**src/rtl/uart_lsr_fifo.sv**
```systemverilog
// uart_lsr_fifo: first-word-fall-through FIFO with per-entry line-status tags, trigger level, overrun and flush
module uart_lsr_fifo #(
    parameter int WIDTH = 8,
    parameter int DEPTH = 16,
    parameter int ERR_W = 3,
    localparam int AW = $clog2(DEPTH)
) (
    input  logic             clk,
    input  logic             rst,
    input  logic             wr_en,
    input  logic [WIDTH-1:0] din,
    input  logic [ERR_W-1:0] din_err,
    input  logic             rd_en,
    input  logic             flush,
    input  logic [1:0]       trig_sel,
    input  logic             ovr_clr,
    output logic [WIDTH-1:0] dout,
    output logic [ERR_W-1:0] dout_err,
    output logic [AW:0]      count,
    output logic             full,
    output logic             empty,
    output logic             trig_hit,
    output logic             overrun,
    output logic             err_in_fifo
);
    localparam logic [AW:0] ONE = (AW+1)'(1);
    localparam logic [AW:0] T0 = (AW+1)'(1);
    localparam logic [AW:0] T1 = (AW+1)'(DEPTH/4);
    localparam logic [AW:0] T2 = (AW+1)'(DEPTH/2);
    localparam logic [AW:0] T3 = (AW+1)'(DEPTH-2);
    logic [ERR_W+WIDTH-1:0] mem [DEPTH];
    logic [ERR_W+WIDTH-1:0] head;
    logic [AW-1:0]          rd_ptr, wr_ptr;
    logic [AW:0]            err_cnt, trig_lvl;
    logic                   wr_ok, rd_ok, err_inc, err_dec;

    always_comb begin
        head        = mem[rd_ptr];
        full        = count == (AW+1)'(DEPTH);
        empty       = count == '0;
        wr_ok       = wr_en && (!full || rd_en);
        rd_ok       = rd_en && !empty;
        err_inc     = wr_ok && |din_err;
        err_dec     = rd_ok && |head[ERR_W+WIDTH-1:WIDTH];
        dout        = empty ? '0 : head[WIDTH-1:0];
        dout_err    = empty ? '0 : head[ERR_W+WIDTH-1:WIDTH];
        trig_lvl    = trig_sel == 2'd0 ? T0 : trig_sel == 2'd1 ? T1 : trig_sel == 2'd2 ? T2 : T3;
        trig_hit    = count >= trig_lvl;
        err_in_fifo = err_cnt != '0;
    end

    // storage has no reset; reads of stale entries are masked by empty
    always_ff @(posedge clk)
        if (rst && !flush && wr_ok)
            mem[wr_ptr] <= {din_err, din};

    always_ff @(posedge clk) begin
        if (!rst) begin
            rd_ptr  <= '0;
            wr_ptr  <= '0;
            count   <= '0;
            err_cnt <= '0;
        end else if (flush) begin
            rd_ptr  <= '0;
            wr_ptr  <= '0;
            count   <= '0;
            err_cnt <= '0;
        end else begin
            if (wr_ok)
                wr_ptr <= wr_ptr + AW'(1);
            if (rd_ok)
                rd_ptr <= rd_ptr + AW'(1);
            count   <= (wr_ok && !rd_ok) ? count + ONE : (rd_ok && !wr_ok) ? count - ONE : count;
            err_cnt <= (err_inc && !err_dec) ? err_cnt + ONE : (err_dec && !err_inc) ? err_cnt - ONE : err_cnt;
        end
    end

    // set beats clear; flush leaves the flag alone
    always_ff @(posedge clk)
        if (!rst)
            overrun <= 1'b0;
        else if (wr_en && full && !rd_en)
            overrun <= 1'b1;
        else if (ovr_clr)
            overrun <= 1'b0;
endmodule

```
**config.mk**
```make
export PLATFORM = sky130hd
export DESIGN_NAME = uart_lsr_fifo
export DESIGN_NICKNAME = d
export VERILOG_FILES = /design/src/rtl/uart_lsr_fifo.sv
export SDC_FILE = /design/constraint.sdc
export NUM_CORES = 1
export LEC_CHECK = 0
export CAP_MARGIN = 20
export CORE_MARGIN = 3
export CORE_UTILIZATION = 60
export DETAILED_ROUTE_END_ITERATION = 8
export PLACE_DENSITY = 0.8
export SKIP_LAST_GASP = 1
export SLEW_MARGIN = 20
export SYNTH_ARGS = -nofsm -noshare
export SYNTH_HDL_FRONTEND = slang
export SYNTH_SLANG_ARGS = --single-unit
export TNS_END_PERCENT = 30
```
**constraint.sdc**
```tcl
create_clock -name clk -period 11.4 [get_ports clk]
set_clock_uncertainty 0.2 [all_clocks]
set_input_delay 2.28 -clock clk [delete_from_list [all_inputs] [get_ports clk]]
set_output_delay 2.28 -clock clk [all_outputs]
set_load 0.1 [all_outputs]
```
### After elaboration in Yosys (flattened, before gate mapping)

Memory sizes are Yosys's and may differ from the RTL's. A register that Yosys moved wholly into a read port is not among the register bits.
Index checks and enable logic that the tools add are counted.

| word-level totals | value |
|---|---|
| flip-flop bits (word level) | 19 |
| memory bits (writable) | 176 |
| bits of input ports | 19 |
| word-level logic and storage cells | 62 |
| memories kept | 1 |

| cells by class | value |
|---|---|
| add/sub/neg operators | 6 |
| $lt $le $gt $ge | 1 |
| equal/unequal tests | 3 |
| multiplexer cells | 15 |
| bitwise operators | 1 |
| reduce and logical (&&, ||, !) cells | 30 |

Memories:

| name | words | bits a word | read ports | clocked after memory_dff | write ports | line | RTL |
|---|---|---|---|---|---|---|---|
| mem | 16 | 11 | 1 | 1 | 1 | 31 | `logic [ERR_W+WIDTH-1:0] mem [DEPTH];` |

Operators by type and width:

| kind | number |
|---|---|
| $mux 5 | 4 |
| $mux 4 | 4 |
| $logic_and 1x1->1 | 12 |
| $add 5x1->5 const B | 2 |
| $sub 5x1->5 const B | 2 |
| $add 4x1->4 const B | 2 |
| $logic_not 1->1 | 8 |
| $mux 8 | 1 |
| $mux 3 | 2 |
| $reduce_bool 2->1 | 3 |
| $reduce_or 3->1 | 2 |
| $eq 5x5->1 const B | 1 |
| $ge 5x4->1 | 1 |
| $logic_not 5->1 | 1 |
| $reduce_bool 5->1 | 1 |
| $mux 1 | 4 |
| $eq 2x1->1 const B | 1 |
| $eq 2x2->1 const B | 1 |
| $logic_not 2->1 | 1 |
| $reduce_or 2->1 | 1 |
| $logic_or 1x1->1 | 1 |
| $not 1->1 | 1 |

### Logic depth before layout (Yosys ltp)

| logic depth | value |
|---|---|
| depth after elaboration | 9 |
| gate-level depth with buffers | 15 |

### Worst setup path before layout

Ideal clock, no wire load.

| path | value |
|---|---|
| kind | input -> output |
| from | in trig_sel[1] |
| to | out trig_hit |
| arrival | 3578 ps |
| required time | 8920 ps |
| slack | 5342 ps |
| stages | 7 |
| cell sequence | nor2_1 > ha_1 > nand2b_1 > a21oi_1 > nor2b_1 > o21ai_0 > nand2_1 |

| on the way | value |
|---|---|
| word-level cells in the longest chain between the ends | 5 |
| elaborated cells on any way between the ends | 7 |

Ends and longest elaborated chain:

| element | line | RTL |
|---|---|---|
| start: declaration | 15 | `input logic [1:0] trig_sel,` |
| $eq 2x2->1 | 47 | `trig_lvl = trig_sel == 2'd0 ? T0 : trig_sel == 2'd1 ? T1 : trig_sel == 2'd2 ? T2 : T3;` |
| $mux 3 | 47 |  |
| $mux 4 | 47 |  |
| $mux 4 * | 47 |  |
| $ge 5x4->1 * | 48 | `trig_hit = count >= trig_lvl;` |
| end: declaration | 22 | `output logic trig_hit,` |

Mark *: on every way between the ends. The rest lies on a longest branch, timed or not.

### Worst setup path in the final report

Same ends and word-level chain as after synthesis.

==> results.toml <==
[status]
outcome = "finished clean"

[drt]
viasPerCell = 6.28
drc_errors = 0
drt-initial-drc-count = 600
via_count = 4236
final_antenna_net_count = 0
wire_per_inst_um = 24.6
wl_mm = 16.6
firstDrtPassIters = 5

[clocking]
cts_buffer_depth = 2
insertion_delay_ns = 0.43
numClockSinks = 199
cts_tree = "done"
post_cts_buffers = 0
cts_buffers = 17
cts_max_level = 4
ctsResizeCount = 0
hold_buffers = 0
cts_root_buf = "clkbuf_16"
clk_pin_slew_ns = 0.07

[grt]
grt_pass1_wl_mm = 25.6
grt-ovfl-total = 0
grt_pass1_vias = 4339
grt_usage = 0.244
antenna_found_initial = 0
grt_max_degree = 45

[finish]
num_antenna_cells = 0
fillers = 755
syn2layout_area_growth_pct = 15.9
nets = 527
drive_gt1_frac = 0.207

[synth]
avgSynthCellArea_um2 = 18.7
synth.net_count = 468
synth_top_family_by_area = "multiplexers"
synthMuxAreaShare = 0.150
yosysSeqAreaShare = 0.714
synth_area_mm2 = 0.00805
synth_seq_cells = 199
syn_inst = 430
synthAdderAreaFrac = 0.0314
synth-simple-area-share = 0.0482
ys_warn_count = 0
synth_compound_area_frac = 0.0249
synth_xor_area_frac = 0.0141
ys_types = 34

[timing]
min_period_ns = 7.14
tns_ns = 0
grt_setup_unrepaired = "no"
whs_ns = 0.288
max_freq_mhz = 140
slew_violations = 0
relSlewSlack = 0.332
hold_viol_final = 0
tightest_slew_ns = 0.998
fin_crit_sh = 0.626
setup_viol = 0

[pwr]
peakVddDrop_mv = 0.151
power_density_mw_per_mm2 = 191
leakage_nw = 3.07

[floorplanning]
die_x_um = 122
io_pins = 40
fp.dieH_um = 122
row_count = 41
dieArea_mm2 = 0.0148
initial_core_util = 0.625
core-area_mm2 = 0.0129

[critical_path]
worstSetupStartpointType = "input port"
path_class = "in2out"
crit_path_end_kind = "output pin"
arrival_ns = 4.66
crit_fanout = 3
required_ns = 8.92

[placement]
dp_hpwl_mm = 9.56
place.gp.congestion = 0.754
portBuffers = 39

[job]
drv_cap = 0

[hold_path]
hold_path.class = "reg2reg"
-- synth_stat cells --
| cell | number | share of area |
|---|---|---|
| edfxtp_1 | 176 | 0.66 |
| mux4_2 | 52 | 0.15 |
| nor2_1 | 42 | 0.020 |
| dfxtp_1 | 23 | 0.057 |
| ha_1 | 17 | 0.026 |
| a21oi_1 | 13 | 0.0081 |
| inv_1 | 12 | 0.0056 |
| nand2_1 | 12 | 0.0056 |
| and2_1 | 9 | 0.0070 |
| clkbuf_1 | 7 | 0.0033 |
| xnor2_1 | 7 | 0.0076 |
| xor2_1 | 6 | 0.0065 |
| buf_1 | 5 | 0.0023 |
| nand3_1 | 5 | 0.0031 |
| a21o_1 | 4 | 0.0037 |
| mux2i_1 | 4 | 0.0050 |
| o21ai_0 | 4 | 0.0025 |
| or3_1 | 4 | 0.0031 |
| a22o_1 | 3 | 0.0033 |
| buf_6 | 3 | 0.0042 |
| nand2b_1 | 3 | 0.0023 |
| nor2b_1 | 3 | 0.0023 |
| a22oi_1 | 2 | 0.0019 |
| buf_4 | 2 | 0.0019 |
| fa_1 | 2 | 0.0050 |
| nand4_1 | 2 | 0.0016 |
| a21boi_0 | 1 | 0.00093 |
| a221oi_2 | 1 | 0.0019 |
| a31oi_2 | 1 | 0.0016 |
| nand4b_1 | 1 | 0.0011 |
| nor3_1 | 1 | 0.00062 |
| nor4_1 | 1 | 0.00078 |
| o31a_1 | 1 | 0.0011 |
| or3b_2 | 1 | 0.0011 |
-- stage by stage --
stage	std cells	setup slack (ns)	total power, mW	instance area [µm²]	utilization
floorplan	430	5.34	1.10	8050	-
global placement	642	4.32	1.17	8700	0.676
detailed placement	642	4.28	1.18	8700	0.676
CTS	674	4.27	1.79	9330	0.725
global route	674	4.14	1.84	9330	0.725
finish	674	4.26	1.78	9330	0.725
-- final timing paths --
check         startpoint         end  slack, ns  cells past startpoint
max          trig_sel[1]    trig_hit       4.26                      9
min              overrun     overrun       0.29                      2
max reg2reg     register  err_cnt[4]       7.14                     14
min reg2reg      overrun     overrun       0.29                      2
-- report_power, final --
| part | internal [mW] | switching [mW] | total (mW) |
|---|---|---|---|
| registers | 0.801 | 0.00999 | 0.811 |
| logic | 0.107 | 0.250 | 0.357 |
| clock network | 0.371 | 0.246 | 0.616 |
-- critical path: stages --
cell and delay [ns]:
clkdlybuf4s50_1 0.50, nor2_1 0.07, ha_1 0.26, nand2b_1 0.10, a21oi_1 0.07, nor2b_1 0.10, o21ai_0 0.08, nand2_1 0.08
clkdlybuf4s50_1 1.13
-- state kept, by name, indices dropped and copies added (netlist names), named ones only --
register,cells
mem,176
count,5
err_cnt,5
rd_ptr,4
wr_ptr,4
overrun,1
-- cell type report --
type	count	area, µm²	area share
clock inverter	5	52.6	0.00563
clock buffer	27	578	0.0620
timing repair buffer	57	526	0.0563
inverter	12	45.0	0.00483
tap	172	215	0.0231
multi-input combinational	202	2170	0.232
sequential	199	5750	0.616
-- cells by family after synthesis --
kind of cell / Yosys count
DFF: 199
and+or+nand+nor: 84
muxes: 56
AOI/OAI and AO/OA: 30
buffers and inverters: 29
adders and majority gates: 19
xor gates and xnor gates: 13
-- layer usage --
layer / global-route usage / up-vias / wire [µm]
li1: - / 1814 / -
met1: 0.345 / 2145 / 6480
met2: 0.375 / 244 / 8210
met3: 0.0580 / 33 / 1460
met4: 0.0966 / 0 / 442
met5: 0 / - / 0
-- cells in the final DEF (no fill, tap or decap) --
cell | Yosys | routed
clkinv_2 | 0 | 3
inv_1 | 12 | 12
mux4_2 | 52 | 52
or3b_2 | 1 | 1
bufinv_16 | 0 | 1
clkbuf_1 | 7 | 3
nor3_1 | 1 | 1
nor2_1 | 42 | 42
clkbuf_8 | 0 | 3
dfxtp_2 | 0 | 2
xnor2_1 | 7 | 7
dfxtp_1 | 23 | 21
a22oi_1 | 2 | 2
ha_1 | 17 | 17
buf_4 | 2 | 18
clkdlybuf4s50_1 | 0 | 39
a22o_1 | 3 | 3
nand4b_1 | 1 | 1
mux2i_1 | 4 | 4
a221oi_2 | 1 | 1
nor4_1 | 1 | 1
a31oi_2 | 1 | 1
nand3_1 | 5 | 5
o21ai_0 | 4 | 4
a21boi_0 | 1 | 1
nand2_1 | 12 | 12
xor2_1 | 6 | 6
nand4_1 | 2 | 2
a21o_1 | 4 | 4
nor2b_1 | 3 | 3
fa_1 | 2 | 2
clkbuf_16 | 0 | 21
o31a_1 | 1 | 1
nand2b_1 | 3 | 3
a21oi_1 | 13 | 13
clkinvlp_4 | 0 | 1
edfxtp_1 | 176 | 176
or3_1 | 4 | 4
and2_1 | 9 | 9
(Power assumes the default switching activity.)
